`config.mk`:
```
export PLATFORM = sky130hd
export DESIGN_NAME = mem_stage_ctrl
export DESIGN_NICKNAME = d
export VERILOG_FILES = /design/src/rtl/mips_pkg.sv /design/src/rtl/mem_wait_timer.sv /design/src/rtl/mem_stage_ctrl.sv
export SDC_FILE = /design/constraint.sdc
export NUM_CORES = 1
export LEC_CHECK = 0
export BUFFER_PORTS_ARGS = -buffer_cell sky130_fd_sc_hd__buf_2
export CORE_UTILIZATION = 39
export DETAILED_ROUTE_END_ITERATION = 10
export PLACE_DENSITY_LB_ADDON = 0.1
export SKIP_CTS_REPAIR_TIMING = 1
export SYNTH_ARGS = -nofsm -noshare
export SYNTH_HDL_FRONTEND = slang
export SYNTH_SLANG_ARGS = --single-unit
```
`constraint.sdc`:
```
create_clock -name clk -period 2.05 [get_ports clk]
set_input_delay 0.1025 -clock clk [delete_from_list [all_inputs] [get_ports clk]]
set_output_delay 0.1025 -clock clk [all_outputs]
set_load 0.01 [all_outputs]
```
`src/rtl/mips_pkg.sv`:
```
// Shared pipeline types and widths for the MIPS memory stage.
`timescale 1ns/1ps
package mips_pkg;

    localparam int WORD_WIDTH = 32;
    localparam int REG_BITS   = 5;

    typedef enum logic {IDLE, WAIT} memstate_t;

endpackage

```
`src/rtl/mem_wait_timer.sv`:
```
// Wait-cycle counter for the memory stage; flags when an access has waited LIMIT cycles.
// Only instantiated when MEM_STAGE_TIMEOUT_EN is defined.
`timescale 1ns/1ps
module mem_wait_timer #(
    parameter int LIMIT = 255
) (
    input  logic clk,
    input  logic reset,
    input  logic active,
    output logic expired
);

    localparam int CW = $clog2(LIMIT + 1);

    logic [CW-1:0] count;

    assign expired = active && (count == CW'(LIMIT));

    // Held at zero outside WAIT, so every new wait starts counting from zero.
    always_ff @(posedge clk or negedge reset) begin
        if (!reset)
            count <= '0;
        else if (!active)
            count <= '0;
        else if (!expired)
            count <= count + CW'(1);
    end

endmodule

```
`src/rtl/mem_stage_ctrl.sv`:
```
// MIPS M stage: data-memory req/ack handshake, stall generation, M/W register, stall counter.
// Optional bus-timeout abort is enabled by defining MEM_STAGE_TIMEOUT_EN.
`timescale 1ns/1ps
module mem_stage_ctrl
    import mips_pkg::*;
#(
    parameter int WIDTH   = WORD_WIDTH,
    parameter int REGBITS = REG_BITS
`ifdef MEM_STAGE_TIMEOUT_EN
    ,
    parameter int TIMEOUT_CYCLES = 255
`endif
) (
    input  logic               clk,
    input  logic               reset,
    input  logic               validM,
    input  logic               memtoregM,
    input  logic               memwriteM,
    input  logic               regwriteM,
    input  logic [WIDTH-1:0]   aluoutM,
    input  logic [WIDTH-1:0]   writedataM,
    input  logic [REGBITS-1:0] writeregM,
    output logic               mem_req,
    output logic               mem_we,
    output logic [WIDTH-1:0]   mem_addr,
    output logic [WIDTH-1:0]   mem_wdata,
    input  logic               mem_ack,
    input  logic [WIDTH-1:0]   mem_rdata,
    output logic               stallM,
    output logic [WIDTH-1:0]   readdataW,
    output logic [WIDTH-1:0]   aluoutW,
    output logic [REGBITS-1:0] writeregW,
    output logic               regwriteW,
    output logic               memtoregW,
    output logic               bus_errW,
    output logic [31:0]        stall_count
);

    memstate_t state, state_next;
    logic      access;
    logic      timeout;

    assign access = validM & (memtoregM | memwriteM);

    // NOTE: every always_comb output gets a default first so no path can infer a latch.
    always_comb begin
        state_next = state;
        mem_req    = 1'b0;
        unique case (state)
            IDLE: begin
                mem_req = access;
                if (access && !mem_ack)
                    state_next = WAIT;
            end
            WAIT: begin
                if (timeout) begin
                    state_next = IDLE;
                end else begin
                    mem_req = 1'b1;
                    if (mem_ack)
                        state_next = IDLE;
                end
            end
            default: state_next = IDLE;
        endcase
        // The request must fall the moment reset asserts, not at the next edge.
        if (!reset)
            mem_req = 1'b0;
    end

    assign mem_we    = memwriteM & mem_req;
    assign mem_addr  = {aluoutM[WIDTH-1:2], 2'b00};
    assign mem_wdata = writedataM;
    assign stallM    = mem_req & ~mem_ack;

    // NOTE: sequential state uses non-blocking assignments so all flops update from pre-edge values.
    always_ff @(posedge clk or negedge reset) begin
        if (!reset)
            state <= IDLE;
        else
            state <= state_next;
    end

`ifdef MEM_STAGE_TIMEOUT_EN
    mem_wait_timer #(
        .LIMIT(TIMEOUT_CYCLES)
    ) u_wait_timer (
        .clk    (clk),
        .reset  (reset),
        .active (state == WAIT),
        .expired(timeout)
    );

    always_ff @(posedge clk or negedge reset) begin
        if (!reset)
            bus_errW <= 1'b0;
        else
            bus_errW <= timeout;
    end
`else
    assign timeout  = 1'b0;
    assign bus_errW = 1'b0;
`endif

    // M/W register: a stalled or aborted access forwards a bubble; data fields hold.
    always_ff @(posedge clk or negedge reset) begin
        if (!reset) begin
            readdataW <= '0;
            aluoutW   <= '0;
            writeregW <= '0;
            regwriteW <= 1'b0;
            memtoregW <= 1'b0;
        end else if (stallM || timeout) begin
            regwriteW <= 1'b0;
            memtoregW <= 1'b0;
        end else begin
            aluoutW   <= aluoutM;
            writeregW <= writeregM;
            regwriteW <= regwriteM & validM;
            memtoregW <= memtoregM & validM;
            if (memtoregM)
                readdataW <= mem_rdata;
        end
    end

    always_ff @(posedge clk or negedge reset) begin
        if (!reset)
            stall_count <= '0;
        else if (stallM && (stall_count != 32'hFFFF_FFFF))
            stall_count <= stall_count + 32'd1;
    end

endmodule
```
== Word level (Yosys, flattened, before mapping) ==
Cells that the tools add are included.

* Output and inout bits: 171
* Word-level logic and storage cells: 29
* Register bits after elaboration: 104
* Input port bits: 108

* Equal/unequal tests: 1
* Add/sub/neg operators: 1
* Reductions and logical operators: 4
* Bitwise logic cells: 9
* Muxes and demuxes: 7

{| class="wikitable"
|+ Operators by type and width
! kind !! count
|-
| $add 32x1->32 const B || 1
|-
| $ne 32x32->1 const B || 1
|-
| $and 1x1->1 || 5
|-
| $mux 1 || 5
|-
| $pmux 1 s2 || 2
|-
| $not 1->1 || 3
|-
| $logic_and 1x1->1 || 2
|-
| $reduce_and 2->1 || 1
|-
| $logic_not 1->1 || 1
|-
| $or 1x1->1 || 1
|}

== Logic depth before layout (Yosys ltp) ==
Gate-level depths: netlist (run 1).

* Depth after elaboration: 7
* Depth in mapped cells: 7
* Mapped depth without buffers: 6

== Worst setup path after synthesis (run 1) ==
No wires, ideal clock.

* Path kind: flip-flop to flip-flop
* Start point: register stall_count[0]
* End point: register stall_count[30]
* Setup slack: 0.208 ns
* Period minus slack after synthesis: 1.842 ns
* Arrival: 1.763 ns
* Setup time: 0.079 ns
* Data required time: 1.971 ns
* Buffers on the path: 0
* Cell stages (with the launch flop): 7
* Cell sequence: dfrtp_1 > ha_1 > and4_4 > nand2_2 > or3_4 > nor4b_4 > xor2_1

* Word-level cells in the longest chain between the ends: 2
* Elaborated cells between the ends (all ways): 3
* Those cells by class: add/sub: 1; eq/ne: 1; reduce/logical: 1

{| class="wikitable"
|+ RTL lines
! element !! line !! RTL
|-
| start, declared || mem_stage_ctrl.sv:36 || <nowiki>output logic [31:0] stall_count</nowiki>
|-
| start signal, assigned || mem_stage_ctrl.sv:130 || <nowiki>stall_count <= stall_count + 32'd1;</nowiki>
|-
| branches (longest 2 deep; another with $add 32x1->32) || n/a ||
|}

Parallel ways; which one is timed is not known.
A chain may end at the register's enable or synchronous reset.

== Worst setup path after layout (run 1) ==
* Start point: register state
* End point: output stallM

* Word-level cells in the longest chain between the ends: 4

{| class="wikitable"
|+ RTL lines
! element !! line !! RTL
|-
| start, declared || mem_stage_ctrl.sv:39 || <nowiki>memstate_t state, state_next;</nowiki>
|-
| start signal, assigned || mem_stage_ctrl.sv:81 || <nowiki>state <= state_next;</nowiki>
|-
| $not 1->1 || mem_stage_ctrl.sv:49 || <nowiki>unique case (state)</nowiki>
|-
| $pmux 1 s2 * || mem_stage_ctrl.sv:49 ||
|-
| $mux 1 * || mem_stage_ctrl.sv:67 || <nowiki>if (!reset)</nowiki>
|-
| $and 1x1->1 * || mem_stage_ctrl.sv:74 || <nowiki>assign stallM = mem_req & ~mem_ack;</nowiki>
|-
| end, declared || mem_stage_ctrl.sv:29 || <nowiki>output logic stallM,</nowiki>
|}

Every way passes the cells marked *; elsewhere a longest branch is shown, timed or not.

==> results of run 1 <==
## metrics by stage
step / util [%] / cell area [sq um] / worst slack (ns) / std cells / power (W)
5_1_grt: 54.29 / 6549 / 0.01744 / 848 / 0.005092
4_1_cts: 49.17 / 5931 / 0.07987 / 786 / 0.004802
3_3_place_gp: 46.90 / 5657 / 0.2115 / 770 / 0.003178
6_report: 54.29 / 6549 / 0.1094 / 848 / 0.004833
3_5_place_dp: 46.90 / 5657 / 0.1401 / 770 / 0.003196
2_1_floorplan: - / 4860 / 0.2081 / 460 / 0.002874
## logic make-up after synthesis
logic type                 count (synthesis)  share of synthesized area, %
AOI/OAI and AO/OA                          7                         1.135
other                                      1                       0.07729
muxes                                     33                         7.659
xor gates and xnor gates                  29                         5.235
buffers and inverters                     85                         11.81
DFF                                      104                         53.64
adders and majority gates                  1                        0.2578
and+or+nand+nor                          198                         20.19
## Yosys cell counts (all sizes together), types with 7 or more instances
cell	n	area share (%)
nor2	10	0.77
nor3	7	0.83
mux2	33	7.7
nand3	16	1.7
and3	7	0.93
xnor2	24	4.3
nand2	125	9.7
dfrtp	104	54
nand4	16	2.4
buf	76	11
## path summary, 6_finish.rpt
kind,startpoint,to,slack (ns),depth (start not counted)
worst min register to register,aluoutW[16]$_DFFE_PN0N_,aluoutW[16]$_DFFE_PN0N_,0.46,2
worst max register to register,stall_count[1]$_DFFE_PN0P_,stall_count[26]$_DFFE_PN0P_,0.16,6
min in group asynchronous,reset,state$_DFF_PN0_,0.39,3
worst min-delay path,aluoutM[30],aluoutW[30]$_DFFE_PN0N_,-0.01,3
worst max-delay path,state$_DFF_PN0_,stallM,0.11,5
max in group asynchronous,reset,aluoutW[18]$_DFFE_PN0N_,0.90,3
## report_power, final
part	switching (W)	internal [W]
Sequential	0.000126	0.00224
Combinational	0.000441	0.000442
Clock	0.000758	0.000823
Total	0.00133	0.00351
## layer usage
metal	track usage, %	vias up	part of all wire (%)	wire, microns
met5	0	-	0	0
li1	-	1874	-	-
met3	3.985	14	6.1	735
met4	5.965	0	0.96	116
met2	29.31	157	51	6103
met1	22.07	1880	42	5128
## cells in the final DEF, fill, tap and decap left out, types with 2 or more instances in the layout
master	n
and2_1	2
dfrtp_1	104
buf_4	13
buf_2	210
mux2_2	23
clkinv_4	3
inv_1	5
nor4_4	2
xnor2_1	24
nand4_1	15
nand2_1	124
nor3_1	6
mux2_1	10
conb_1	3
xor2_1	5
clkinv_2	3
and3_1	6
nand3_1	16
a21oi_1	2
dlygate4sd3_1	61
nor2_1	10
nor4_2	2
clkbuf_16	9
and4_4	2
## flip-flops by register name (all words and copies together), names as in the netlist
name	count
readdataW	32
memtoregW	1
writeregW	5
state	1
stall_count	32
aluoutW	32
regwriteW	1
## cell type report
class | count | area, sq um | area share [%]
Clock buffer | 9 | 225.2 | 3.439
Clock inverter | 7 | 48.80 | 0.7451
Inverter | 5 | 18.77 | 0.2866
Multi-Input combinational cell | 271 | 1684 | 25.72
Sequential cell | 104 | 2603 | 39.74
Tap cell | 168 | 210.2 | 3.210
Timing Repair Buffer | 284 | 1759 | 26.86
## critical path: cells and delay by family, from the launching register on
family | cells | cell delay (ns)
buffers and inverters | 4 | 0.85
DFF | 1 | 0.40
AOI/OAI and AO/OA | 1 | 0.24
==> results.sh, run 1 <==
export IMPL_syn_inst=458
export IMPL_hp_class="in2reg"
export IMPL_async_reset_ff_share_pct=100.0
export IMPL_dieArea_sq_um=12890
export IMPL_start_util_pct=40.23
export IMPL_wl_per_cell_microns=14.25
export IMPL_cp_slowest_cell="dfrtp_1"
export IMPL_gp_congestion=0.8320
export IMPL_vias=3925
export IMPL_fp_row_count=40
export IMPL_status="finished, violations left"
export IMPL_tightest_slew_ns=0.8926
export IMPL_drcViolationCount=0
export IMPL_worstSkewPairLatency_ns=0.34
export IMPL_cp_cell_sequence="o211ai_1 -> buf_4 -> inv_1 -> buf_4 -> buf_2"
export IMPL_grt_antenna_before_repair=0
export IMPL_routed_wl_microns=12080
export IMPL_dp_hpwl_microns=8501
export IMPL_synth_avg_cell_area_sq_um=10.59
export IMPL_grt_total_usage_pct=17.41
export IMPL_ys_seq_area_share_pct=53.64
export IMPL_crit_arrival_ns=1.84
export IMPL_dr_pass1_iters=4
export IMPL_synth_ff_type="dfrtp_1"
export IMPL_max_freq_ghz=0.5153
export IMPL_die_h_microns=113.5
export IMPL_p_per_area_nw_per_um2=738.0
export IMPL_fin_crit_ns=1.941
export IMPL_core_area_sq_um=12060
export IMPL_drt_initial_drc_count=183
export IMPL_grt_pass1_wl_microns=17410
export IMPL_setup_viol_count_final=0
export IMPL_cts_tree="done"
export IMPL_worstSetupPathType="reg2out"
export IMPL_hold_violations=3
export IMPL_syn_to_final_growth_pct=34.97
export IMPL_critPathMaxStageDelay_ns=0.40
export IMPL_slew_violations=0
export IMPL_start_kind="flip-flop"
export IMPL_clkSinkCount=104
export IMPL_drive_above_1_share_pct=40.44
export IMPL_cap_violations=0
export IMPL_yosys_cell_types_count=41
export IMPL_grt_pass1_vias=3385
export IMPL_nets=784
export IMPL_htreeDepth=3
export IMPL_clockBufferDepth=2
export IMPL_n_fill_cell=1056
export IMPL_period_share_pct=94.66
export IMPL_ant_nets=0
export IMPL_worstPathRequired_ns=1.95
export IMPL_ios=279
export IMPL_relSlewSlack_pct=40.49
export IMPL_die_w_microns=113.5
export IMPL_violations="hold timing"
export IMPL_crit_top_cell="buf_4"
export IMPL_final_setup_tns_ns=0
export IMPL_routed_via_density=4.629
export IMPL_port_buffer_count=211
export IMPL_timing_hold_ws_ns=-0.01188
export IMPL_skew_ns=0.005016
export IMPL_cts_root_buffer="clkbuf_16"
export IMPL_grt_overflow=0
export IMPL_synth_seq_cells=104
export IMPL_ir_worst_vdd_uv=351.6
export IMPL_yosysWarnings=0
export IMPL_netlist_area_sq_um=4852
export IMPL_grt_setup_unrepaired="no"
export IMPL_antenna_cells=0
export IMPL_cp_end_kind="output pin"
export IMPL_cts_clk_slew_worst_paths_ns=0.07
export IMPL_grt_max_degree=72
export IMPL_leakage_nw=3.377
export IMPL_synth_edf_count=0
export IMPL_numCtsBuffers=9
export IMPL_crit_fanout=24
Note: power is estimated with default switching activity, not from simulation.
==> run 2, diff against run 1 <==
Settings changed: CAP_MARGIN from default to 10, CORE_AREA from default to 2 2 109 111, CORE_UTILIZATION 39 to default, DIE_AREA from default to 0 0 111 113, REMOVE_ABC_BUFFERS from default to 1.
==> results.sh, run 2 (synthesis results as in run 1) <==
export IMPL_status="finished, violations left"
export IMPL_routed_via_density=4.799
export IMPL_htreeDepth=3
export IMPL_core_area_sq_um=11270
export IMPL_leakage_nw=3.414
export IMPL_cp_end_kind="flip-flop"
export IMPL_worstSkewPairLatency_ns=0.34
export IMPL_ir_worst_vdd_uv=545.0
export IMPL_drcViolationCount=0
export IMPL_ios=279
export IMPL_cap_violations=0
export IMPL_n_fill_cell=1008
export IMPL_slew_violations=0
export IMPL_worstSetupPathType="reg2reg"
export IMPL_dr_pass1_iters=4
export IMPL_dp_slack_ns=0.1636
export IMPL_grt_setup_unrepaired="no"
export IMPL_die_w_microns=111
export IMPL_place_area_sq_um=5663
export IMPL_grt_pass1_vias=3670
export IMPL_clkSinkCount=104
export IMPL_die_h_microns=113
export IMPL_fin_crit_ns=1.898
export IMPL_drive_above_1_share_pct=41.00
export IMPL_p_per_area_nw_per_um2=764.3
export IMPL_grt_pass1_wl_microns=21170
export IMPL_critPathMaxStageDelay_ns=0.44
export IMPL_max_freq_ghz=0.5268
export IMPL_hold_violations=7
export IMPL_min_path_cells=3
export IMPL_cts_clk_slew_worst_paths_ns=0.07
export IMPL_clockBufferDepth=2
export IMPL_power_w=0.005030
export IMPL_relSlewSlack_pct=50.71
export IMPL_r2r_setup_slack_ns=0.15
export IMPL_cts_tree="done"
export IMPL_drt_met1_wl_microns=5952
export IMPL_min_from="aluoutM[4]"
export IMPL_tightest_slew_ns=0.7394
export IMPL_start_kind="flip-flop"
export IMPL_grt_antenna_before_repair=0
export IMPL_port_buffer_count=211
export IMPL_timing_hold_ws_ns=-0.03265
export IMPL_dr_wl_met2_microns=6904
export IMPL_ant_nets=0
export IMPL_rr_endpoint="stall_count[30]$_DFFE_PN0P_"
export IMPL_hp_class="in2reg"
export IMPL_cts_root_buffer="clkbuf_16"
export IMPL_design_area_sq_um=6581
export IMPL_worstRegToRegCells=6
export IMPL_crit_arrival_ns=2.16
export IMPL_syn_to_final_growth_pct=35.64
export IMPL_crit_fanout=5
export IMPL_r2r_start="stall_count[0]$_DFFE_PN0P_"
export IMPL_routed_wl_microns=15220
export IMPL_drt_initial_drc_count=184
export IMPL_setup_viol_count_final=0
export IMPL_layout_setup_ws_ns=0.1519
export IMPL_nets=787
export IMPL_worstPathRequired_ns=2.31
export IMPL_top_regs="aluoutW (32), readdataW (32), stall_count (32)"
export IMPL_path_buf_inv=0
export IMPL_grt_total_usage_pct=22.64
export IMPL_layout_commonest_cell="buf_2"
export IMPL_grt_overflow=0
export IMPL_antenna_cells=0
export IMPL_grt_max_degree=59
export IMPL_wl_per_cell_microns=18.43
export IMPL_cp_slowest_cell="or3_4"
export IMPL_met3_wirelength_microns=1822
export IMPL_start_util_pct=43.05
export IMPL_mostFrequentLayoutCells="buf_2, nand2_1, dfrtp_1, dlygate4sd3_1, xnor2_1"
export IMPL_violations="hold timing"
export IMPL_dieArea_sq_um=12540
export IMPL_skew_ns=0.006980
export IMPL_numCtsBuffers=9
export IMPL_period_share_pct=92.59
export IMPL_cp_cell_sequence="ha_1 -> and4_4 -> nand2_2 -> or3_4 -> nor4b_4 -> xor2_1"
export IMPL_holdPathEnd="aluoutW[4]$_DFFE_PN0N_"
export IMPL_fp_row_count=39
export IMPL_dp_hpwl_microns=11220
export IMPL_topRoutingLayerUsed="met5"
export IMPL_gp_congestion=0.8174
export IMPL_cpLargestDelayFamily="simple AND/OR/NAND/NOR gates"
export IMPL_vias=3964
==> run 2: how the worst max path moves through the flow <==
stage / start / to / slack (ns) / depth (start not counted)
3_5_place_dp: stall_count[1]$_DFFE_PN0P_ / stall_count[26]$_DFFE_PN0P_ / 0.16 / 6
6_report: stall_count[0]$_DFFE_PN0P_ / stall_count[30]$_DFFE_PN0P_ / 0.15 / 6
3_3_place_gp: stall_count[0]$_DFFE_PN0P_ / stall_count[30]$_DFFE_PN0P_ / 0.20 / 6
2_1_floorplan: state$_DFF_PN0_ / stall_count[1]$_DFFE_PN0P_ / -2.14 / 4
5_1_grt: stall_count[25]$_DFFE_PN0P_ / stall_count[1]$_DFFE_PN0P_ / 0.01 / 5
4_1_cts: state$_DFF_PN0_ / stallM / 0.03 / 5
==> run 2: layout make-up <==
class                           instances  area [sq um]  area share [%]
Sequential cell                       104          2603           39.54
Clock inverter                          5         63.81          0.9696
Timing Repair Buffer                  287          1780           27.05
Inverter                                5         18.77          0.2852
Clock buffer                           11         252.7           3.840
Tap cell                              143         178.9           2.719
Multi-Input combinational cell        271          1684           25.59
==> run 2: per-stage QoR <==
stage               cells  utilization, %  TNS, ns  hold slack [ns]
floorplan             380               -  -163.29          -0.1931
global placement      750           50.24        0         -0.08110
detailed placement    750           50.24        0         -0.07804
CTS                   766           53.05        0          -0.4466
global route          826           58.39        0         0.001428
finish                826           58.39        0         -0.03265
==> run 2: power breakdown <==
| group | total (W) | internal [W] | switching (W) |
|---|---|---|---|
| registers | 0.00238 | 0.00224 | 0.000134 |
| clock network | 0.00179 | 0.00102 | 0.000762 |
| logic | 0.000870 | 0.000430 | 0.000439 |
| total | 0.00503 | 0.00369 | 0.00134 |
==> run 2: per-layer routing <==
layer  vias to the layer above  global-route usage, %
li1                       1881                      -
met1                      1861                  27.27
met5                         -                  4.706
met2                       202                  33.05
met4                         2                  9.250
met3                        18                  12.96
==> run 2: worst reg2reg max path, cell delays in order, from the launching register on <==
cell     delay, ns
dfrtp_1       0.41
ha_1          0.21
and4_4        0.27
nand2_2       0.07
or3_4         0.44
nor4b_4       0.28
xor2_1        0.16
